### src/rtl/rooth_mem_arb_pkg.sv
// Shared constants for the rooth single-port memory arbiter.
// Master indices select bits of the one-hot response owner; owner FSM
// encodings are kept as plain constants for compatibility with older code.
package rooth_mem_arb_pkg;

  localparam int MST_DBG  = 0;
  localparam int MST_LSU  = 1;
  localparam int MST_IFU  = 2;

  localparam int ROOTH_AW = 14;

  localparam logic [0:0] ST_OPEN   = 1'b0;
  localparam logic [0:0] ST_LOCKED = 1'b1;

endpackage

### src/rtl/rooth_mem_arb_rr_pick2.sv
// Two-way round-robin pick between the load/store unit (req1) and the
// instruction fetch (req2).
//   clk, rst_n  : clock, async active-low reset
//   pick_en     : normal round-robin arbitration allowed this cycle
//   force2      : grant req2 unconditionally (starvation override)
//   req1, req2  : requests
//   gnt1, gnt2  : grants, at most one high
// The pointer moves to the other master after either one is granted,
// including a forced grant, so the refused side goes first next time.
module rooth_rr_pick2 (
  input  logic clk,
  input  logic rst_n,
  input  logic pick_en,
  input  logic force2,
  input  logic req1,
  input  logic req2,
  output logic gnt1,
  output logic gnt2
);

  logic rr_q;

  assign gnt1 = pick_en & req1 & (~rr_q | ~req2);
  assign gnt2 = force2 | (pick_en & req2 & (rr_q | ~req1));

  always_ff @(posedge clk or negedge rst_n) begin
    if (!rst_n) begin
      rr_q <= 1'b0;
    end else if (gnt1) begin
      rr_q <= 1'b1;
    end else if (gnt2) begin
      rr_q <= 1'b0;
    end
  end

endmodule

### src/rtl/rooth_mem_arb.sv
// Arbiter for one single-port synchronous SRAM (1-cycle read latency)
// shared by M0 (debug loader), M1 (load/store unit), M2 (instruction fetch).
//   clk, rst_n              : clock, async active-low reset
//   mN_req/we/addr          : request, write flag, word address
//   m0/m1 wdata/wstrb       : write data and byte enables
//   m0_lock                 : M0 keeps exclusive ownership while high
//   mN_gnt                  : combinational grant, one per cycle at most
//   mN_rvalid, rdata        : response one cycle after the grant
//   ram_*                   : SRAM request fields, ram_rdata returned data
//
// Owner FSM
//   state     | meaning
//   ST_OPEN   | normal priority: starved M2, then M0, then M1/M2 round-robin
//   ST_LOCKED | M0 last granted with m0_lock; only M0 may be granted
module rooth_mem_arb
  import rooth_mem_arb_pkg::*;
#(
  parameter int AW         = ROOTH_AW,
  parameter int DW         = 32,
  parameter int STARVE_MAX = 8
) (
  input  logic            clk,
  input  logic            rst_n,
  input  logic            m0_req,
  input  logic            m0_we,
  input  logic [AW-1:0]   m0_addr,
  input  logic [DW-1:0]   m0_wdata,
  input  logic [DW/8-1:0] m0_wstrb,
  input  logic            m0_lock,
  input  logic            m1_req,
  input  logic            m1_we,
  input  logic [AW-1:0]   m1_addr,
  input  logic [DW-1:0]   m1_wdata,
  input  logic [DW/8-1:0] m1_wstrb,
  input  logic            m2_req,
  input  logic            m2_we,
  input  logic [AW-1:0]   m2_addr,
  output logic            m0_gnt,
  output logic            m1_gnt,
  output logic            m2_gnt,
  output logic            m0_rvalid,
  output logic            m1_rvalid,
  output logic            m2_rvalid,
  output logic [DW-1:0]   rdata,
  output logic            ram_ce,
  output logic            ram_we,
  output logic [AW-1:0]   ram_addr,
  output logic [DW-1:0]   ram_wdata,
  output logic [DW/8-1:0] ram_wstrb,
  input  logic [DW-1:0]   ram_rdata
);

  localparam int CW = $clog2(STARVE_MAX + 1);

  logic [0:0]    state_q, state_d;
  logic [CW-1:0] starve_cnt;
  logic [2:0]    rsp_id;
  logic          locked_eff, starve_hit, force_m2, pick_en;

  // Dropping m0_lock releases ownership in the same cycle.
  assign locked_eff = (state_q == ST_LOCKED) && m0_lock;
  assign starve_hit = (starve_cnt == CW'(STARVE_MAX));

  // Grants are gated by rst_n so nothing reaches the SRAM during reset.
  assign force_m2 = rst_n & ~locked_eff & starve_hit & m2_req;
  assign m0_gnt   = rst_n & m0_req & ~force_m2;
  assign pick_en  = rst_n & ~locked_eff & ~force_m2 & ~m0_req;

  rooth_rr_pick2 u_rr (
    .clk     (clk),
    .rst_n   (rst_n),
    .pick_en (pick_en),
    .force2  (force_m2),
    .req1    (m1_req),
    .req2    (m2_req),
    .gnt1    (m1_gnt),
    .gnt2    (m2_gnt)
  );

  assign ram_ce = m0_gnt | m1_gnt | m2_gnt;

  always_comb begin
    ram_we    = 1'b0;
    ram_addr  = '0;
    ram_wdata = '0;
    ram_wstrb = '0;
    if (m0_gnt) begin
      ram_we    = m0_we;
      ram_addr  = m0_addr;
      ram_wdata = m0_wdata;
      ram_wstrb = m0_wstrb;
    end else if (m1_gnt) begin
      ram_we    = m1_we;
      ram_addr  = m1_addr;
      ram_wdata = m1_wdata;
      ram_wstrb = m1_wstrb;
    end else if (m2_gnt) begin
      // Fetch has no write data; zero strobes keep a stray m2_we harmless.
      ram_we    = m2_we;
      ram_addr  = m2_addr;
    end
  end

  always_comb begin
    state_d = state_q;
    case (state_q)
      ST_OPEN:   if (m0_gnt && m0_lock) state_d = ST_LOCKED;
      ST_LOCKED: if (!m0_lock)          state_d = ST_OPEN;
      default:   state_d = ST_OPEN;
    endcase
  end

  always_ff @(posedge clk or negedge rst_n) begin
    if (!rst_n) begin
      state_q    <= ST_OPEN;
      starve_cnt <= '0;
      rsp_id     <= '0;
    end else begin
      state_q <= state_d;
      rsp_id  <= {m2_gnt, m1_gnt, m0_gnt};
      // The loader legitimately halts the core, so a locked cycle does not
      // count towards fetch starvation.
      if (m2_gnt || !m2_req) begin
        starve_cnt <= '0;
      end else if (!locked_eff && !starve_hit) begin
        starve_cnt <= starve_cnt + CW'(1);
      end
    end
  end

  assign m0_rvalid = rsp_id[MST_DBG];
  assign m1_rvalid = rsp_id[MST_LSU];
  assign m2_rvalid = rsp_id[MST_IFU];
  assign rdata     = ram_rdata;

endmodule

### config.mk
export PLATFORM = sky130hd
export DESIGN_NAME = rooth_mem_arb
export DESIGN_NICKNAME = d
export VERILOG_FILES = /design/src/rtl/rooth_mem_arb_pkg.sv /design/src/rtl/rooth_mem_arb_rr_pick2.sv /design/src/rtl/rooth_mem_arb.sv
export SDC_FILE = /design/constraint.sdc
export NUM_CORES = 1
export LEC_CHECK = 0
export CAP_MARGIN = 20
export CORE_AREA = 2 2 95 97
export CTS_BUF_LIST = sky130_fd_sc_hd__clkbuf_4 sky130_fd_sc_hd__clkbuf_8
export DETAILED_ROUTE_END_ITERATION = 8
export DIE_AREA = 0 0 97 99
export PLACE_DENSITY_LB_ADDON = 0.08
export RECOVER_POWER = 25
export SKIP_CTS_REPAIR_TIMING = 1
export SYNTH_ARGS = -nofsm -noshare
export SYNTH_HDL_FRONTEND = slang
export SYNTH_HIERARCHICAL = 1
export SYNTH_SLANG_ARGS = --single-unit
### constraint.sdc
create_clock -name clk -period 3.8 [get_ports clk]
set_input_delay 0.76 -clock clk [delete_from_list [all_inputs] [get_ports clk]]
set_output_delay 0.76 -clock clk [all_outputs]
set_load 0.01 [all_outputs]
; Word-level counts from Yosys, hierarchy flattened
; Index checks and enable logic that the tools add are counted.
[word_totals]
reg_bits = 9
output_inout_bits = 90
elab_cells = 55
inputBits = 155
[classes]
n_eq_ne = 1
n_addsub = 1
bitwise_logic = 23
reduce_logical = 9
muxes = 17
[ops]
columns = operator, count
row1 = 32-bit two-way mux, 2
row2 = 14-bit two-way mux, 3
row3 = 4-bit two-way mux, 4
row4 = 1-bit bitwise AND, 11
row5 = 1-bit two-way mux, 7
row6 = 1-bit NOT, 7
row7 = 1-bit OR, 5
row8 = "4-bit by 1-bit adder with 4-bit output, second input constant", 1
row9 = "4-bit equality test, second input constant", 1
row10 = 2-bit nonzero test, 2
row11 = 1-bit logical AND, 3
row12 = 1-bit logical NOT, 3
row13 = 1-bit case mux with 2 select lines, 1
row14 = 1-bit logical OR, 1

; Logic depth before layout (Yosys ltp)
[logic_depth]
ltp_word = 14
depth_mapped = 10
ltp_nobuf = 9

; Hierarchy
; Netlist, hierarchy kept.
[by_module_without_submodules]
columns = module, area_each_um2, n_inst, cells_each
row1 = rooth_mem_arb, 1755.4, 1, 227
row2 = rooth_rr_pick2, 70.1, 1, 8

; Least setup slack after synthesis
; No wires, ideal clock.
[synth_timing]
kind = input port to output port
startpoint = input port m0_lock
endpoint = output port ram_addr[10]
path_buffers = 1
slack_ns = 0.606
arrival_time_ns = 2.434
required_ns = 3.040
path_stages = 9
cell_sequence = nand2_1 -> nand2_1 -> nor3b_1 -> nand2_1 -> o21bai_1 -> nor2b_1 -> buf_2 -> a22o_1 -> mux2_4
[synth_between]
elab_chain_cells = 14
word_cells_on_any_way = 17
[synth_lines]
columns = item, line_no
row1 = start: declaration, rooth_mem_arb.sv:29  ; input logic m0_lock,
row2 = 1-bit logical AND (*), rooth_mem_arb.sv:61  ; assign locked_eff = (state_q == ST_LOCKED) && m0_lock;
row3 = 1-bit NOT (*), "rooth_mem_arb.sv:65, rooth_mem_arb.sv:67"
row4 = 1-bit bitwise AND (*), "rooth_mem_arb.sv:65, rooth_mem_arb.sv:67"
row5 = 1-bit bitwise AND (2 in a row), rooth_mem_arb.sv:65  ; assign force_m2 = rst_n & ~locked_eff & starve_hit & m2_req;
row6 = 1-bit NOT, rooth_mem_arb.sv:67  ; assign pick_en = rst_n & ~locked_eff & ~force_m2 & ~m0_req;
row7 = 1-bit bitwise AND (*) (2 in a row), rooth_mem_arb.sv:67
row8 = via pick_en, rooth_mem_arb.sv:58  ; logic locked_eff, starve_hit, force_m2, pick_en;
row9 = 1-bit bitwise AND (*) (2 in a row), rooth_mem_arb_rr_pick2.sv:24  ; assign gnt2 = force2 | (pick_en & req2 & (rr_q | ~req1));
row10 = 1-bit OR (*), rooth_mem_arb_rr_pick2.sv:24
row11 = via m2_gnt, rooth_mem_arb.sv:40  ; output logic m2_gnt,
row12 = 14-bit two-way mux (*), rooth_mem_arb.sv:97  ; end else if (m2_gnt) begin
row13 = 14-bit two-way mux (*), rooth_mem_arb.sv:92  ; end else if (m1_gnt) begin
row14 = 14-bit two-way mux (*), rooth_mem_arb.sv:87  ; if (m0_gnt) begin
row15 = end: declaration, rooth_mem_arb.sv:47  ; output logic [AW-1:0] ram_addr,
; The timed path passes the listed nets; every way through them passes the cells marked *.

; Final worst setup path
[layout_timing]
startpoint = input port m0_lock
endpoint = output port ram_wdata[21]
[layout_between]
elab_chain_cells = 12
word_cells_on_any_way = 13
[layout_lines]
columns = item, line_no
row1 = 1-bit logical AND (*), rooth_mem_arb.sv:61
row2 = 1-bit NOT (*), "rooth_mem_arb.sv:65, rooth_mem_arb.sv:67"
row3 = 1-bit bitwise AND (*), "rooth_mem_arb.sv:65, rooth_mem_arb.sv:67"
row4 = 1-bit bitwise AND (2 in a row), rooth_mem_arb.sv:65
row5 = 1-bit NOT, rooth_mem_arb.sv:67
row6 = 1-bit bitwise AND (*) (2 in a row), rooth_mem_arb.sv:67
row7 = via pick_en, rooth_mem_arb.sv:58
row8 = 1-bit bitwise AND (*) (2 in a row), rooth_mem_arb_rr_pick2.sv:23  ; assign gnt1 = pick_en & req1 & (~rr_q | ~req2);
row9 = 32-bit two-way mux (*), rooth_mem_arb.sv:92
row10 = 32-bit two-way mux (*), rooth_mem_arb.sv:87
row11 = end: declaration, rooth_mem_arb.sv:48  ; output logic [DW-1:0] ram_wdata,
; Marked as above.

==> impl_metrics.yaml <==
worst_setup_path:
  cpMaxStageDelayCell: "clkdlybuf4s50_1"
  startpoint_type: "input port"
  end_kind: "output pin"
  cp_max_fo: 19
  crit_start: "m0_lock"
  worst_path_largest_cell_delay_ns: 0.58
  cp_cell_sequence: "clkdlybuf4s50_1 > nand2_1 > nand2_1 > nor3b_2 > and3_4 > buf_12 > buf_12 > nand2_1 > mux2i_1 > clkdlybuf4s50_1"
  crit_top_cell: "nand2_1"
  crit_type: "in -> out"
  cp.arrival_ns: 2.97
  worstReg2RegStart: "starve_cnt[0]"
  cp.required_ns: 3.04
run_status:
  status: "finished clean"
die:
  die-height_um: 99
  core_sq_um: 8550
  start_util: 0.213
  die_w_um: 97
  ios: 245
  die_area_sq_um: 9600
  std_cell_rows: 34
clock_tree:
  path_clk_slew_ns: 0.05
  cts_root_buf: "clkbuf_8"
  cts_max_level: 1
  cts_tree: "done"
  cts.sinks: 9
  numCtsBuffers: 3
  cts_buffer_depth: 2
  clk-insertion-delay-late_ns: 0.24
sta:
  slew_headroom: 0.824
  finalCritPeriodShare: 0.982
  slew_viol_final: 0
  holdWs_ns: 0.557
  setup_ws_ns: 0.0702
  final.setup.tns_ns: 0
  finalSetupViolations: 0
  finClkSkew_ns: 0.00193
  fmax_mhz: 268
  rsz0062_at_grt: "yes"
  period_needed_ns: 3.73
  hold_viol: 0
  worst_pin_slew_ns: 0.265
route:
  first_pass_iters: 4
  dr.first_iter.drc_count: 56
  antenna_left: 0
  route.detailed.drc: 0
  vias: 2113
  avgViaCountPerCell: 4.23
  wl_per_cell_um: 14.5
  routed_wl_um: 7260
global_route:
  grt.total_usage: 0.136
  met2_usage: 0.259
  grt.busiest_layer: "met2"
  grt_pass1_wl_um: 10700
  globalRouteOverflowTotal: 0
  grt_use_met1: 0.141
  antenna_found_initial: 0
  grt_pass1_vias: 2063
  grt_max_degree: 38
  met3_usage: 0.0489
synthesis:
  ys_warn_count: 6
  synth-edff-count: 0
  synth_nets: 392
  synth_seq_cells: 9
  syn_inst: 235
  synth_top_cell_by_area: "mux2i_1"
  synth_area_leaders: "mux2i_1, buf_4, dfrtp_1, mux2_4, nand2_1"
  synth_flop_cell: "dfrtp_1"
  synth_top_area_frac: 0.197
  synth_cell_types: 31
  avgSynthCellArea_sq_um: 7.77
  synthArstFlopShare: 1.00
  synth-seq-area-share: 0.123
  synth_area_sq_um: 1830
finish:
  fillers: 861
  final_cell_mix: "clkdlybuf4s50_1, nand2_1, inv_1"
  stdcell_area_sq_um: 3780
  fin_util: 0.442
  antennaDiodeCount: 0
  drive_gt1_frac: 0.105
  nNetsFinal: 549
  syn_to_final_growth_pct: 107
  mostFrequentLayoutCell: "clkdlybuf4s50_1"
  fin_cells: 499
placement:
  placed_area_sq_um: 3570
  pre_cts_ws_ns: -0.146
  dp_hpwl_um: 5860
  gp_congestion: 0.754
  placed_cells: 491
  portBuffers: 180
power_and_ir_drop:
  p_per_area_nw_per_um2: 157
  leakagePower_nw: 2.27
  design_power_total_mw: 0.593
  ir_drop_uv: 63.8
hold_path:
  worstHoldStart: "state_q"
  hp-class: "reg -> reg"
flow_run:
  maxCapViolCount: 0
==> state kept, by name, indices dropped and copies added, names as in the netlist <==
| name | cells |
|---|---|
| rsp_id | 3 |
| u_rr/rr_q | 1 |
| state_q | 1 |
| starve_cnt | 4 |
==> cells in the mapped netlist, types with 2 or more instances <==
library cell / count
buf_12: 2
buf_2: 4
buf_1: 3
dfrtp_1: 9
nand3_1: 3
buf_6: 4
nor2_1: 2
a22o_1: 14
nand2_1: 43
mux2i_1: 36
mux2_4: 12
nor2b_1: 4
inv_1: 40
mux2_2: 3
a21oi_1: 4
ha_1: 2
buf_4: 32
o21ai_0: 5
==> worst max-delay path: cells and delay by family <==
kind	cells	cell delay, ns
buffers and inverters	4	1.30
multiplexers	1	0.16
AND/OR/NAND/NOR	5	0.73
==> worst paths after layout <==
path	endpoint	slack (ns)	depth (start not counted)
setup reg to reg	starve_cnt[2]	1.87	9
hold / removal	state_q	0.56	2
setup / recovery	ram_wdata[21]	0.07	10
min in group asynchronous	rsp_id[2]	0.87	2
max in group asynchronous	state_q	2.79	2
hold reg to reg	state_q	0.56	2
==> cells by family (layout without fill, tap and decap cells) <==
logic type / count (synthesis) / in the layout / synth area share
AO/OA/AOI/OAI: 27 / 27 / 0.112
buffers and inverters: 85 / 241 / 0.278
adder cells (fa/ha/maj): 2 / 2 / 0.0137
multiplexers: 51 / 51 / 0.315
AND/OR/NAND/NOR: 61 / 61 / 0.159
flip-flops: 9 / 9 / 0.123
==> report_power, final <==
group          leakage, nW  internal (mW)  switching [mW]  total [mW]
logic                 2.13          0.241           0.121       0.362
clock network       0.0262         0.0805          0.0408       0.121
registers            0.119          0.104         0.00584       0.110
total                 2.27          0.426           0.167       0.593
==> final cells by class <==
cell class | instances | area (sq um) | area share
repair buffers | 197 | 2100 | 0.556
inverters | 40 | 150 | 0.0397
multi-input cells | 141 | 1120 | 0.296
clock buffers | 4 | 48.8 | 0.0129
flip-flops and latches | 9 | 225 | 0.0596
well taps | 108 | 135 | 0.0357
==> per-layer routing <==
metal,share of wire,wire (um)
met5,0,0
met4,0.019,138
met3,0.10,761
met2,0.54,3900
met1,0.34,2460
Power figures use the tool's default switching activity.
